[config.mk]
export PLATFORM = sky130hd
export DESIGN_NAME = wishbone_rr_arbiter
export DESIGN_NICKNAME = d
export VERILOG_FILES = /design/src/rtl/wishbone_rr_arbiter.sv
export SDC_FILE = /design/constraint.sdc
export NUM_CORES = 1
export LEC_CHECK = 0
export ABC_CLOCK_PERIOD_IN_PS = 2450
export BUFFER_PORTS_ARGS = -buffer_cell sky130_fd_sc_hd__clkbuf_2
export CAP_MARGIN = 20
export CORE_AREA = 3 3 116 118
export DETAILED_ROUTE_END_ITERATION = 10
export DIE_AREA = 0 0 119 121
export GPL_TIMING_DRIVEN = 0
export HOLD_SLACK_MARGIN = 0.02
export PLACE_DENSITY = 0.49
export SLEW_MARGIN = 20
export SYNTH_ARGS = -nofsm -noshare
export SYNTH_HDL_FRONTEND = slang
export SYNTH_SLANG_ARGS = --single-unit
[constraint.sdc]
create_clock -name HCLK -period 2.45 [get_ports HCLK]
set_clock_uncertainty 0.05 [all_clocks]
set_input_delay 0.245 -clock HCLK [delete_from_list [all_inputs] [get_ports HCLK]]
set_output_delay 0.245 -clock HCLK [all_outputs]
set_load 0.02 [all_outputs]
[src/rtl/wishbone_rr_arbiter.sv]
// ---------------------------------------------------------------------------
// wishbone_rr_arbiter
// Shares one Wishbone slave port between two Wishbone masters. Ownership is
// granted round-robin and held for the whole master cycle (cyc high), so
// bursts never interleave. A per-grant watchdog aborts a strobe the slave
// never acknowledges and reports it to the owning master as a one-cycle err.
//
// Ports:
//   HCLK, HRESETn          clock (rising edge), async active-low reset
//   m0_* / m1_*            master ports: cyc, stb, we, adr, dat_w in;
//                          dat_r, ack, err out
//   s_*                    slave port: cyc, stb, we, adr, dat_w out;
//                          dat_r, ack in
//   grant                  one-hot owner (bit0 = m0, bit1 = m1), 00 when idle
// ---------------------------------------------------------------------------
module wishbone_rr_arbiter #(
    parameter int unsigned ADDR_WIDTH     = 32,
    parameter int unsigned DATA_WIDTH     = 32,
    parameter int unsigned TIMEOUT_CYCLES = 255
) (
    input  logic                  HCLK,
    input  logic                  HRESETn,

    input  logic                  m0_cyc,
    input  logic                  m0_stb,
    input  logic                  m0_we,
    input  logic [ADDR_WIDTH-1:0] m0_adr,
    input  logic [DATA_WIDTH-1:0] m0_dat_w,
    output logic [DATA_WIDTH-1:0] m0_dat_r,
    output logic                  m0_ack,
    output logic                  m0_err,

    input  logic                  m1_cyc,
    input  logic                  m1_stb,
    input  logic                  m1_we,
    input  logic [ADDR_WIDTH-1:0] m1_adr,
    input  logic [DATA_WIDTH-1:0] m1_dat_w,
    output logic [DATA_WIDTH-1:0] m1_dat_r,
    output logic                  m1_ack,
    output logic                  m1_err,

    output logic                  s_cyc,
    output logic                  s_stb,
    output logic                  s_we,
    output logic [ADDR_WIDTH-1:0] s_adr,
    output logic [DATA_WIDTH-1:0] s_dat_w,
    input  logic [DATA_WIDTH-1:0] s_dat_r,
    input  logic                  s_ack,

    output logic [1:0]            grant
);

    localparam bit          WD_EN = (TIMEOUT_CYCLES != 0);
    localparam int unsigned WD_W  = (TIMEOUT_CYCLES > 0) ? $clog2(TIMEOUT_CYCLES + 1) : 1;
    localparam logic [WD_W-1:0] WD_LIMIT = WD_W'(TIMEOUT_CYCLES);

    typedef enum logic [1:0] {
        IDLE = 2'd0,
        GNT0 = 2'd1,
        GNT1 = 2'd2
    } state_t;

    state_t          state;
    state_t          next_state;
    logic            last;        // 0: m0 granted most recently, 1: m1
    logic [WD_W-1:0] wd_cnt;

    logic own_cyc;
    logic own_stb;
    logic stb_pend;
    logic abort;

    // State register, round-robin history and watchdog counter
    always_ff @(posedge HCLK or negedge HRESETn) begin
        if (!HRESETn) begin
            state  <= IDLE;
            last   <= 1'b1;
            wd_cnt <= '0;
        end else begin
            state <= next_state;

            if (next_state != state) begin
                if (next_state == GNT0) last <= 1'b0;
                else if (next_state == GNT1) last <= 1'b1;
            end

            // Any ownership change, ack or abort restarts the timeout window
            if (!WD_EN || next_state != state || state == IDLE) begin
                wd_cnt <= '0;
            end else if (s_ack || abort) begin
                wd_cnt <= '0;
            end else if (s_stb && wd_cnt < WD_LIMIT) begin
                wd_cnt <= wd_cnt + WD_W'(1);
            end
        end
    end

    // Next-state: arbitrate from IDLE, hand over directly on release
    always_comb begin
        next_state = state;
        case (state)
            IDLE: begin
                if (m0_cyc && (!m1_cyc || last)) next_state = GNT0;
                else if (m1_cyc)                 next_state = GNT1;
            end
            GNT0: begin
                if (!m0_cyc) next_state = m1_cyc ? GNT1 : IDLE;
            end
            GNT1: begin
                if (!m1_cyc) next_state = m0_cyc ? GNT0 : IDLE;
            end
            default: next_state = IDLE;
        endcase
    end

    // Slave-side mux from the current owner
    always_comb begin
        own_cyc = 1'b0;
        own_stb = 1'b0;
        s_we    = 1'b0;
        s_adr   = m0_adr;
        s_dat_w = m0_dat_w;
        case (state)
            GNT0: begin
                own_cyc = m0_cyc;
                own_stb = m0_stb;
                s_we    = m0_we;
                s_adr   = m0_adr;
                s_dat_w = m0_dat_w;
            end
            GNT1: begin
                own_cyc = m1_cyc;
                own_stb = m1_stb;
                s_we    = m1_we;
                s_adr   = m1_adr;
                s_dat_w = m1_dat_w;
            end
            default: ;
        endcase
    end

    // A strobe gated by its own cyc is never forwarded during the release cycle.
    // An ack arriving on the limit cycle beats the abort.
    assign stb_pend = own_cyc & own_stb;
    assign abort    = WD_EN && (wd_cnt == WD_LIMIT) && stb_pend && !s_ack;

    assign s_cyc = own_cyc  & ~abort;
    assign s_stb = stb_pend & ~abort;

    assign m0_ack = (state == GNT0) & s_ack;
    assign m1_ack = (state == GNT1) & s_ack;
    assign m0_err = (state == GNT0) & abort;
    assign m1_err = (state == GNT1) & abort;

    // Read data is qualified by ack, so both masters see the slave bus
    assign m0_dat_r = s_dat_r;
    assign m1_dat_r = s_dat_r;

    assign grant = {state == GNT1, state == GNT0};

endmodule

==> reports/metrics.yaml <==
status: "complete, but fails checks"
violations: "setup timing"
maxUsedRoutingLayer: "met4"
drive_gt1_share_pct: 87.0
initial_core_util_pct: 17.4
grt_antenna_before_repair: 0
postRouteAntennaNets: 0
path_max_fanout: 5
grt_pass1_vias: 2904
clock_power_share_pct: 9.1
die_area_um2: 14400
pwr-share-seq_pct: 7.6
synth-edff-count: 0
fin_crit_sh_pct: 100
grt_max_degree: 12
cell_internal_pwr_mw: 1.63
p_total_mw: 3.25
muxShareOfSynthArea_pct: 33.5
reg2reg_slack_ps: -10
synth_top_cells_by_count: "buf_4, mux2_2, dfrtp_1"
fin_crit_ps: 2460
cp-end-kind: "flop"
clk_latency_ps: 240
ys_seq_area_share_pct: 12.7
grt_pass1_wl_um: 17000
io_buffers: 272
ios: 306
start_kind: "flop"
p_sw_mw: 1.62
grt-ovfl-total: 0
cp-startpoint: "state[0]"
setup_viol: 1
ys.flop_type: "dfrtp_1"
power.density_nw_per_um2: 789
cts_tree: "done"
clk_path_buf_depth: 2
hpwl_um: 10400
yosysWarnings: 0
ir_worst_vdd_mv: 0.271
synth_area_um2: 2180
switching_share_pct: 49.8
synth_top_family_by_area: "multiplexers"
synth_seq_cells: 11
fmax_mhz: 406
wirelength_um: 11700
drc: 0
drt_iter0_markers: 28
first_pass_iters: 4
critPathTopFamily: "compound AO/OA/AOI/OAI gates"
synth-xor-area-share_pct: 3.67
async_flop_share_pct: 100
wire_per_inst_um: 16.9
syn-instance-count: 237
yosys.area_share.simple_pct: 10.0
cts_buffers: 3
arrival_ps: 2570
wl_met1_um: 5150
synthAdderAreaFrac_pct: 4.58
comb_power_share_pct: 83.3
root_buffer: "clkbuf_16"
max-slew-margin-rel_pct: 56.6
ys_types: 40
rows: 41
cp_num_buf_inv: 1
cp.required_ps: 2560
worst_slack_ps: -11.3
crit_slowest_cell: "dfrtp_2"
die_h_um: 121
globalplace.congestion: 0.844
syn-num-nets: 414
wl_met2_um: 5420
postSynthAreaPerCell_um2: 9.21
area_growth_pct: 88.4
hold_path.class: "input port to asynchronous set/reset pin"
synth_compound_area_share_pct: 10.4
rr_startpoint: "state[0]"
via_count: 2782
cts.sinks: 11
n_antenna_cell: 0
via_per_inst: 4.01
die_w_um: 119
crit_top_cell: "ha_4"
path_clk_slew_ps: 40
rsz0062_at_grt: "yes"
fin_setup_tns_ps: -11.3
netlist_top_cells_area: "mux2_2, buf_4, dfrtp_1, ha_1, xor2_1"
synth_top_area_share_pct: 33.0
crit_chain: "buf_6 -> ha_4 -> nor2b_2 -> o21a_2 -> a21oi_4 -> ha_4 -> or2_4 -> a311oi_2 -> a211oi_2 -> mux2i_1"
final_nets: 700
yosys.area.top_type: "mux2_2"
leakage_nw: 2.23
core_area_um2: 12600
grtUsageTotal_pct: 15.4
wl_met3_um: 1100
crit_path_max_incr_delay_ps: 430
maxSlewViolCount: 0
htreeDepth: 1
drv_cap: 0
critical_path_class: "flop to flop"
hold_violations: 0
worst_pin_slew_ps: 648
-- cells in the final DEF (no fill, tap or decap), drive strengths merged, types with 5 or more instances in the layout --
| master | netlist | routed |
|---|---|---|
| o21ai | 7 | 7 |
| clkbuf | 4 | 279 |
| ha | 8 | 8 |
| nor2 | 6 | 6 |
| and2 | 5 | 5 |
| buf | 70 | 78 |
| dfrtp | 10 | 10 |
| and3 | 5 | 5 |
| mux2 | 64 | 64 |
| nor4 | 6 | 6 |
| xor2 | 6 | 6 |
-- final timing paths --
kind                              to  cells past startpoint
setup / recovery                last                     10
hold / removal             wd_cnt[6]                      2
setup reg to reg                last                     10
hold reg to reg                 last                      2
max in group asynchronous       last                      2
min in group HCLK               last                      2
-- kinds of logic (layout without fill, tap and decap cells) --
logic type	count (synthesis)	count (layout)
compound gates	28	28
mux	65	65
simple gates	39	39
fa+ha+maj	8	8
buf+inv	79	364
flops	11	11
xor+xnor	7	7
-- worst reg2reg max path: cells and delay by family (launching register included) --
family | cells | cell delay, ps
buffers and inverters | 1 | 150
AO/OA/AOI/OAI | 4 | 760
adder cells (fa/ha/maj) | 2 | 410
multiplexers | 1 | 170
flip-flops | 1 | 430
AND/OR/NAND/NOR | 2 | 400
-- through the flow --
step	utilization [%]	hold slack [ps]	instances	cell area, um2	setup WS, ps
final	32.7	375	694	4110	-11.3
after global routing	32.7	410	694	4110	-65.3
after CTS	31.8	389	690	4000	6.09
after detailed placement	30.2	86.6	681	3790	-301
after global placement	30.2	80.6	681	3790	-229
after floorplan	-	-101	237	2220	29.5
-- power groups by stage --
| stage | Clock, mW | Combinational, mW | Sequential (mW) |
|---|---|---|---|
| after floorplan | 0 | 1.59 | 0.248 |
| after global placement | 0 | 2.32 | 0.261 |
| after detailed placement | 0 | 2.34 | 0.259 |
| after CTS | 0.302 | 2.54 | 0.242 |
| after global routing | 0.323 | 2.88 | 0.249 |
| final | 0.297 | 2.70 | 0.247 |
-- state kept, by name, summed over array words and instances (netlist names) --
name and cells:
wd_cnt 8, state 2, last 1
-- cell type report --
type	count	area [um2]
plain buffers	73	537
clock buffers	3	75.1
clock inverters	1	5.00
fillers	1328	8460
inverters	5	26.3
multi-input cells	147	1530
flip-flops and latches	11	279
well taps	172	215
repair buffers	282	1450
-- routing by layer --
metal  vias to the layer above  global-route usage, %
met1                      1268                   21.0
met4                         0                   1.16
li1                       1351                      -
met5                         -                      0
met2                       157                   24.9
met3                         6                   4.57
-- repair_timing --
item | in CTS | in global routing
setup endpoints to repair | 66 | 12
pin swaps | 4 | 7
buffers inserted | 5 | 4
gates resized for setup | 21 | 21
hold buffers | 1 | 0
endpoints found under the hold margin | 10 | 0
Power figures use the tool's default switching activity.
